### src/rtl/atm_account_core_pkg.sv
// Shared definitions for the ATM account core: command and status encodings,
// boolean constants and the default table sizing/reset values.
package atm_account_core_pkg;

  localparam logic TRUE  = 1'b1;
  localparam logic FALSE = 1'b0;

  localparam int          DEF_NUM_ACCOUNTS = 10;
  localparam logic [31:0] DEF_INIT_BALANCE = 32'd500;
  localparam logic [15:0] DEF_PIN_BASE     = 16'd1000;

  typedef enum logic [2:0] {
    OP_NOP        = 3'd0,
    OP_BALANCE    = 3'd1,
    OP_WITHDRAW   = 3'd2,
    OP_DEPOSIT    = 3'd3,
    OP_CHANGE_PIN = 3'd4
  } op_e;

  typedef enum logic [1:0] {
    ST_OK                 = 2'd0,
    ST_AUTH_FAIL          = 2'd1,
    ST_INSUFFICIENT       = 2'd2,
    ST_BAD_OP_OR_OVERFLOW = 2'd3
  } status_e;

endpackage

### src/rtl/atm_pin_checker.sv
// Combinational account lookup: range-checks the account number and compares
// the entered PIN against the stored PIN of that account.
module atm_pin_checker
  import atm_account_core_pkg::*;
#(
  parameter int NUM_ACCOUNTS = DEF_NUM_ACCOUNTS
) (
  input  logic [3:0]  i_acc_num,
  input  logic [15:0] i_pin,
  input  logic [15:0] i_pin_table [NUM_ACCOUNTS],
  output logic [3:0]  o_acc_index,
  output logic        o_acc_found,
  output logic        o_acc_auth
);

  logic w_found;
  logic [3:0] w_index;

  // Out-of-range accounts map to index 0 so the table read never goes out of bounds.
  always_comb begin
    w_found = (32'(i_acc_num) < NUM_ACCOUNTS);
    w_index = w_found ? i_acc_num : 4'd0;
  end

  assign o_acc_index = w_index;
  assign o_acc_found = w_found;
  assign o_acc_auth  = w_found && (i_pin == i_pin_table[w_index]);

endmodule

### src/rtl/atm_account_core.sv
// ATM account core: holds the balance and PIN tables and executes one
// authenticated command per accepted strobe, reporting the result a cycle later.
module atm_account_core
  import atm_account_core_pkg::*;
#(
  parameter int          NUM_ACCOUNTS = DEF_NUM_ACCOUNTS,
  parameter logic [31:0] INIT_BALANCE = DEF_INIT_BALANCE,
  parameter logic [15:0] PIN_BASE     = DEF_PIN_BASE
) (
  input  logic        clk,
  input  logic        rst,
  input  logic [3:0]  i_acc_num,
  input  logic [15:0] i_pin,
  input  logic [15:0] i_new_pin,
  input  logic [31:0] i_amount,
  input  logic [2:0]  i_op,
  input  logic        i_op_valid,
  output logic [3:0]  o_acc_index,
  output logic        o_acc_found,
  output logic        o_acc_auth,
  output logic        o_op_done,
  output logic        o_op_ok,
  output logic [1:0]  o_status,
  output logic [31:0] o_balance
);

  logic [31:0] r_balance_table [NUM_ACCOUNTS];
  logic [15:0] r_pin_table     [NUM_ACCOUNTS];
  logic        r_op_done;
  logic        r_op_ok;
  status_e     r_status;
  logic [31:0] r_balance;

  logic [3:0]  w_idx;
  logic        w_found;
  logic        w_auth;
  logic        w_accept;
  logic [31:0] w_cur_bal;
  logic [32:0] w_sum;
  logic        w_ok;
  status_e     w_status;
  logic [31:0] w_bal_out;
  logic        w_wr_bal;
  logic [31:0] w_new_bal;
  logic        w_wr_pin;

  atm_pin_checker #(
    .NUM_ACCOUNTS(NUM_ACCOUNTS)
  ) u_pin_checker (
    .i_acc_num   (i_acc_num),
    .i_pin       (i_pin),
    .i_pin_table (r_pin_table),
    .o_acc_index (w_idx),
    .o_acc_found (w_found),
    .o_acc_auth  (w_auth)
  );

  assign w_accept  = i_op_valid && (i_op != OP_NOP);
  assign w_cur_bal = r_balance_table[w_idx];
  assign w_sum     = {1'b0, w_cur_bal} + {1'b0, i_amount};

  // Command decode: decides the result and which table (if any) is written.
  always_comb begin
    w_ok      = FALSE;
    w_status  = ST_OK;
    w_bal_out = 32'd0;
    w_wr_bal  = FALSE;
    w_new_bal = w_cur_bal;
    w_wr_pin  = FALSE;
    if (!w_auth) begin
      w_status = ST_AUTH_FAIL;
    end else begin
      w_bal_out = w_cur_bal;
      case (op_e'(i_op))
        OP_BALANCE: w_ok = TRUE;
        OP_WITHDRAW: begin
          if (i_amount <= w_cur_bal) begin
            w_ok      = TRUE;
            w_wr_bal  = TRUE;
            w_new_bal = w_cur_bal - i_amount;
            w_bal_out = w_new_bal;
          end else begin
            w_status = ST_INSUFFICIENT;
          end
        end
        OP_DEPOSIT: begin
          if (!w_sum[32]) begin
            w_ok      = TRUE;
            w_wr_bal  = TRUE;
            w_new_bal = w_sum[31:0];
            w_bal_out = w_new_bal;
          end else begin
            w_status = ST_BAD_OP_OR_OVERFLOW;
          end
        end
        OP_CHANGE_PIN: begin
          w_ok     = TRUE;
          w_wr_pin = TRUE;
        end
        default: w_status = ST_BAD_OP_OR_OVERFLOW;
      endcase
    end
  end

  // Table state: reverts to reset contents, otherwise updated by accepted commands.
  always_ff @(posedge clk or negedge rst) begin
    if (!rst) begin
      for (int i = 0; i < NUM_ACCOUNTS; i++) begin
        r_balance_table[i] <= INIT_BALANCE;
        r_pin_table[i]     <= PIN_BASE + 16'(i);
      end
    end else if (w_accept) begin
      if (w_wr_bal) r_balance_table[w_idx] <= w_new_bal;
      if (w_wr_pin) r_pin_table[w_idx]     <= i_new_pin;
    end
  end

  // Result registers: op_done pulses per accepted command, the rest hold until the next one.
  always_ff @(posedge clk or negedge rst) begin
    if (!rst) begin
      r_op_done <= FALSE;
      r_op_ok   <= FALSE;
      r_status  <= ST_OK;
      r_balance <= 32'd0;
    end else begin
      r_op_done <= w_accept;
      if (w_accept) begin
        r_op_ok   <= w_ok;
        r_status  <= w_status;
        r_balance <= w_bal_out;
      end
    end
  end

  assign o_acc_index = w_idx;
  assign o_acc_found = w_found;
  assign o_acc_auth  = w_auth;
  assign o_op_done   = r_op_done;
  assign o_op_ok     = r_op_ok;
  assign o_status    = r_status;
  assign o_balance   = r_balance;

endmodule

### config.mk
export PLATFORM = sky130hd
export DESIGN_NAME = atm_account_core
export DESIGN_NICKNAME = d
export VERILOG_FILES = /design/src/rtl/atm_account_core_pkg.sv /design/src/rtl/atm_pin_checker.sv /design/src/rtl/atm_account_core.sv
export SDC_FILE = /design/constraint.sdc
export NUM_CORES = 1
export LEC_CHECK = 0
export ABC_AREA = 1
export CORE_ASPECT_RATIO = 1.2
export CORE_MARGIN = 4
export CORE_UTILIZATION = 50
export CTS_BUF_LIST = sky130_fd_sc_hd__clkbuf_4
export CTS_CLUSTER_DIAMETER = 200
export DETAILED_ROUTE_END_ITERATION = 7
export HOLD_SLACK_MARGIN = 0.06
export PLACE_DENSITY = 0.63
export SYNTH_ARGS = -nofsm -noshare
export SYNTH_HDL_FRONTEND = slang
export SYNTH_SLANG_ARGS = --single-unit
### constraint.sdc
create_clock -name clk -period 5.9 [get_ports clk]
set_input_delay 1.475 -clock clk [delete_from_list [all_inputs] [get_ports clk]]
set_output_delay 1.475 -clock clk [all_outputs]
set_load 0.01 [all_outputs]
==> out/results.tsv, run 1 <==
metric	value	unit
Max-slew headroom	20.5	%
initial antenna violation count	2	
share of cells above drive strength 1	19.6	%
worst slew pin tran	1.19	ns
Die Span X	234	um
post-route cell area	38300	sq um
CP max FO	26	
worst min path class	register to register	
Post-synth EDFFs	0	
Clk Latency, worst-skew pair	1.01	ns
port bufs	115	
max-slew violations	0	
register area share after synthesis	42.8	%
Synth top area share	31.4	%
average cell area after synthesis	7.00	sq um
vias in the first global route	31291	
hold_ws	0.463	ns
Reg-to-Reg End	r_balance_table[223]	
CP peak stage delay	0.46	ns
slowest cell on the critical path	clkdlybuf4s50_1	
cts hold-fix bufs	0	
fin nets	5032	
Post-DP Area	36500	sq um
CP arrival	4.30	ns
Required @ worst endpoint	4.43	ns
Leak Pwr	20.3	nW
worst IR drop on VDD	0.149	mV
pin count of the biggest net entering global routing	112	
worst path cell trace	clkdlybuf4s50_1 > o21ai_2 > buf_6 > nand2_1 > inv_2 > buf_8 > buf_4 > o21ai_0 > nand2_1 > nor2_2 > nand2_1 > nand2_1 > inv_1 > nand2_1 > nor2_4 > inv_2 > nor2_4 > dlygate4sd2_1	
FMAX	0.173	GHz
Detailed Route WL	116000	um
Max Clock Skew	0.0845	ns
min Tclk post-route	5.78	ns
Final Setup Violations	0	
grt total ovfl	0	
CTS tree	done	
DPL Wire Length	80400	um
RSZ-0062 raised after global routing	false	
synth warn	0	
syn nets	4503	
vias per cell	5.50	
Worst R2R Start	r_balance_table[256]	
Synth area leaders	dfrtp_1 (31%), nand2_1 (21%), dfstp_2 (11%)	
Core Region	60700	sq um
Routed Antenna Nets	0	
Cells after Synth	4363	
total die area	65200	sq um
post-synth cell types	49	
status	finished clean	
Startpoint Class	primary input	
Hold Crit Depth	2	
root buffer cell	clkbuf_4	
CTS max path bufs	3	
max cap viols	0	
critical path's top delay family	buffers and inverters	
Fillers	5741	
H-tree depth	4	
gr usage total	35.4	%
Endpoint, Worst Hold	r_balance_table[293]	
top-count cell post-synth	nand2_1	
drt first pass iters	7	
initial core utilization	50.4	%
worst r2r path cells	26	
WL per Instance	20.1	um
WP buf/inv	8	
Cell Pwr Density	237	nW/um^2
crit path kind	primary input to output pin	
clk slew on worst S/H paths	0.06	ns
Die Y	279	um
area delta synth->final	25.4	%
Vias	31913	
count of clock tree sinks	516	
first-pass GRT wire length	178000	um
Worst R2R Setup Slack	1.68	ns
Seq cells post-synth	516	
crit end category	output pin	
most frequent cells after synthesis	nand2_1 (1,680), nand3_1 (496), dfrtp_1 (383)	
largest area contributor in the netlist	dfrtp_1	
Placer Congestion	1.01	
DRT iter0 DRCs	3091	
# rows	99	
period utilization	97.9	%
number of remaining DRC errors	0	
cell area after synthesis	30600	sq um
asr flop ratio synth	100	%
most numerous cell on the critical path	nand2_1	
Top Ports	116	
ys flop type	dfrtp_1	
Final Hold Fails	0	
min-delay src	r_balance_table[293]	
TritonCTS Buffers	138	
[repair_timing]
| item | in CTS | in global routing |
|---|---|---|
| resized for setup | 5 | 18 |
| endpoints found under the setup margin | 1 | 1 |
| buffers inserted | 1 | 2 |
| pin swaps | 2 | 4 |
[registers in the layout, summed over array words and instances (netlist names)]
register,cells
r_balance_table,320
r_pin_table,160
o_balance,32
o_status,2
o_op_done,1
o_op_ok,1
[power breakdown]
part	switching (mW)	total, mW	internal [mW]
Sequential	0.000119	3.54	3.54
Clock	1.60	3.21	1.61
Combinational	1.39	2.34	0.944
Total	2.99	9.09	6.10
[cells by family after synthesis]
logic type | Yosys count | synth area share, %
XOR/XNOR | 26 | 0.745
AND/OR/NAND/NOR | 2619 | 36.4
AO/OA/AOI/OAI | 483 | 8.50
flip-flops | 516 | 42.8
adder cells (fa/ha/maj) | 66 | 2.75
buffers and inverters | 653 | 8.85
[cells in the final DEF, fill, tap and decap left out, drive strengths merged, types with 13 or more instances in the layout]
master	n
dfstp	133
buf	533
nor2	268
o21ai	321
o21bai	13
inv	392
xor2	25
nand3	506
clkinv	32
ha	64
dfrtp	383
o22ai	69
clkdlybuf4s50	111
or2	40
a21oi	59
nand2	1681
clkbuf	206
nand4	97
[layout make-up]
class	instances	area (sq um)	area share, %
Timing Repair Buffer	647	6120	16.0
Clock inverter	35	196	0.513
Tap cell	808	1010	2.64
Clock buffer	206	1550	4.04
Antenna cell	2	5.00	0.0131
Sequential cell	516	13100	34.1
Inverter	395	1480	3.87
Multi-Input combinational cell	3194	14900	38.8
[routing by layer]
layer / GRT usage (%) / vias up / share of wire (%)
li1: - / 15093 / -
met1: 43.5 / 15011 / 39
met2: 59.1 / 1431 / 48
met3: 7.14 / 378 / 7.5
met4: 18.2 / 0 / 5.5
met5: 0 / - / 0
[worst max-delay path by stage]
stage          depth (start not counted)          from  slack (ns)              endpoint
6_report                              18  i_acc_num[1]        0.12            o_acc_auth
5_1_grt                               17  i_acc_num[1]       0.001            o_acc_auth
4_1_cts                               19  i_acc_num[0]        0.04            o_acc_auth
3_5_place_dp                          29  i_acc_num[3]       -0.52   r_balance_table[12]
3_3_place_gp                          29  i_acc_num[3]       -0.49    r_balance_table[7]
2_1_floorplan                         32  i_acc_num[1]        0.34  r_balance_table[225]
[worst reg2reg max path, stage by stage (launching register included)]
cell and delay (ns):
dfrtp_1 0.40, or2_2 0.30, nand2_1 0.08, nor2_1 0.05, buf_4 0.15, buf_4 0.15
inv_1 0.05, ha_1 0.14, inv_1 0.07, fa_1 0.42, nand3_1 0.10, nand3_1 0.14
nand2_1 0.09, nand2_1 0.11, nand2_1 0.10, nand3_1 0.14, nand2_1 0.18, nand3_1 0.21
nand2_1 0.23, nand2_1 0.07, nand4_1 0.08, nand4_1 0.08, buf_4 0.21, nand2_1 0.13
buf_4 0.24, nand3_1 0.11, nand2_1 0.08
[per-stage QoR]
| stage | power [mW] | setup TNS [ns] | worst slack (ns) | cells | util [%] |
|---|---|---|---|---|---|
| after floorplan | 4.63 | 0 | 0.336 | 4363 | - |
| after global placement | 5.89 | -128.91 | -0.494 | 5558 | 60.1 |
| after detailed placement | 5.89 | -141.02 | -0.525 | 5558 | 60.1 |
| after CTS | 9.11 | 0 | 0.0409 | 5799 | 63.0 |
| after global routing | 9.53 | 0 | 0.00146 | 5803 | 63.1 |
| final | 9.09 | 0 | 0.122 | 5803 | 63.1 |
Power figures use the tool's default switching activity.
==> inputs of run 2 (changes only) <==
--- a/config.mk
+++ b/config.mk
@@ -6,14 +6,16 @@
 export NUM_CORES = 1
 export LEC_CHECK = 0
 export ABC_AREA = 1
+export CELL_PAD_IN_SITES_DETAIL_PLACEMENT = 1
+export CELL_PAD_IN_SITES_GLOBAL_PLACEMENT = 2
 export CORE_ASPECT_RATIO = 1.2
 export CORE_MARGIN = 4
-export CORE_UTILIZATION = 50
-export CTS_BUF_LIST = sky130_fd_sc_hd__clkbuf_4
+export CORE_UTILIZATION = 38
+export CTS_BUF_LIST = sky130_fd_sc_hd__clkbuf_16
 export CTS_CLUSTER_DIAMETER = 200
 export DETAILED_ROUTE_END_ITERATION = 7
 export HOLD_SLACK_MARGIN = 0.06
-export PLACE_DENSITY = 0.63
+export PLACE_DENSITY = 0.81
 export SYNTH_ARGS = -nofsm -noshare
 export SYNTH_HDL_FRONTEND = slang
 export SYNTH_SLANG_ARGS = --single-unit
==> out/results.tsv, run 2 (synthesized netlist as in run 1, its figures left out) <==
metric	value	unit	change
share of cells above drive strength 1	18.8	%	-0.77 points
clk slew on worst S/H paths	0.06	ns	about the same
crit path kind	primary input to output pin		
port bufs	115		unchanged
drt first pass iters	5		-2
CP max FO	16		-38%
Die Y	319	um	+14%
fin util	49.9	%	-13 points
fin nets	5032		unchanged
Die Span X	267	um	+14%
crit end category	output pin		
diode count	0		-2
Max Clock Skew	0.0485	ns	-0.0360 ns
initial core utilization	38.5	%	-12 points
status	finished clean		
Int Power	6.72	mW	+10%
Vias	32157		+0.76%
DPL Wire Length	97700	um	+22%
CP arrival	4.21	ns	-0.09 ns
Final Setup Violations	0		unchanged
vias per cell	5.38		-2.2%
WL per Instance	22.9	um	+14%
FMAX	0.176	GHz	+1.6%
Required @ worst endpoint	4.43	ns	about the same
gr usage total	31.7	%	-3.7 points
max-slew violations	0		unchanged
worst IR drop on VDD	0.231	mV	+55%
Sw Share	32.1	%	-0.76 points
Routed Antenna Nets	0		unchanged
period utilization	96.4	%	-1.5 points
worst min path class	register to register		
Leak Pwr	20.7	nW	+2.1%
max cap viols	0		unchanged
Cell Pwr Density	250	nW/um^2	+5.4%
Worst R2R Setup Slack	1.68	ns	about the same
Core Region	79500	sq um	+31%
Top Ports	116		unchanged
hold_ws	0.467	ns	+0.00400 ns
Fillers	10042		+75%
vias in the first global route	33300		+6.4%
root buffer cell	clkbuf_16		
Placer Congestion	0.947		-6.1%
# rows	113		+14%
sequential share of power	35.8	%	-3.2 points
area delta synth->final	29.6	%	
Final Hold Fails	0		unchanged
number of remaining DRC errors	0		unchanged
initial antenna violation count	2		unchanged
setup_tns	0	ns	unchanged
area of the multi-input gates	14900	sq um	+0.26%
grt total ovfl	0		unchanged
count of clock tree sinks	516		unchanged
DRT iter0 DRCs	2303		-25%
clock power share	38.7	%	+3.4 points
Design Power	9.90	mW	+9.0%
CTS tree	done		
most common cell after layout, fill and taps aside	nand2_1		
worst slew pin tran	1.24	ns	+0.0552 ns
max reg flops	320		unchanged
Net Sw Power	3.18	mW	+6.4%
pin count of the biggest net entering global routing	117		+4.5%
min Tclk post-route	5.69	ns	-0.0911 ns
first-pass GRT wire length	206000	um	+16%
Clk Latency, worst-skew pair	0.67	ns	-0.34 ns
Startpoint Class	primary input		
total die area	85000	sq um	+31%
Max-slew headroom	17.2	%	-3.3 points
Reg with most FFs	r_balance_table		
TritonCTS Buffers	59		-57%
CTS max path bufs	3		unchanged
RSZ-0062 raised after global routing	false		
commonest non-fill, non-tap cells in the layout	nand2_1 (1,672), buf_4 (508), nand3_1 (494)		
H-tree depth	2		-2
cts hold-fix bufs	0		unchanged
Comb power frac	25.6	%	about the same
sequential standard cell area	13100	sq um	unchanged
Detailed Route WL	137000	um	+17%
-- run 2: cell types whose count changed in the layout (fill, tap and decap cells not counted), sizes merged --
cell / before / now
inv: 392 / 400
diode: 2 / 0
dlymetal6s2s: 1 / 2
bufinv: 0 / 8
clkinv: 32 / 39
clkinvlp: 6 / 1
buf: 533 / 612
clkdlybuf4s15: 0 / 1
clkdlybuf4s50: 111 / 109
clkbuf: 206 / 59
-- run 2: power by group through the flow --
stage | registers [mW] | logic (mW) | clock network (mW)
2_1_floorplan | 3.61 | 1.03 | 0
3_3_place_gp | 3.61 | 2.47 | 0
3_5_place_dp | 3.61 | 2.49 | 0
4_1_cts | 3.54 | 2.51 | 3.89
5_1_grt | 3.54 | 2.73 | 4.04
6_report | 3.54 | 2.53 | 3.83
-- run 2: metrics by stage --
stage	instance area, sq um	setup slack [ns]	cells
after floorplan	30600	0.336	4363
after global placement	37400	-0.481	5857
after detailed placement	37400	-0.585	5857
after CTS	39500	0.00515	5977
after global routing	39600	0.00799	5978
final	39600	0.213	5978
-- run 2: worst paths after layout --
kind                                            from  depth (start not counted)              endpoint
worst max-delay path                    i_acc_num[1]                         19            o_acc_auth
max in group asynchronous                        rst                          2  r_balance_table[252]
worst min-delay path            r_balance_table[100]                          2  r_balance_table[100]
worst min register to register  r_balance_table[100]                          2  r_balance_table[100]
min in group asynchronous                        rst                          1         o_balance[13]
worst max register to register  r_balance_table[130]                         23  r_balance_table[157]
-- run 2: critical path, stage by stage --
cell and delay (ns):
dlygate4sd2_1 0.27, buf_4 0.20, o21ai_4 0.29, buf_8 0.25, buf_12 0.19, nand2_1 0.07, nand2_1 0.05, nand2_1 0.04
nand2_1 0.07, inv_1 0.06, nand3_1 0.16, nand2_1 0.09, nor2_2 0.14, nand2_1 0.10, nor2_4 0.10, nand2_2 0.08
nor2_4 0.17, buf_12 0.14, clkdlybuf4s15_1 0.24
-- run 2: layout make-up --
type                       instances  area share, %
clock buffer                      59           3.73
clock inverter                    53           1.23
inverter                         395           3.74
multi-input combinational       3194           37.6
sequential                       516           33.0
tap                             1035           3.27
timing repair buffer             726           17.4
-- run 2: repair_timing --
action | CTS | global route
resized for setup | 18 | 29
endpoints found under the setup margin | 1 | 344
setup buffers | 8 | 0
gates cloned | 0 | 1
pin swaps | 5 | 4
-- run 2: layer usage --
metal	GRT usage [%]	part of all wire, %	vias up
met5	0	0.014	-
met4	14.1	5.3	2
met3	3.60	4.6	260
met2	53.7	48	869
met1	40.9	42	16028
li1	-	-	14998
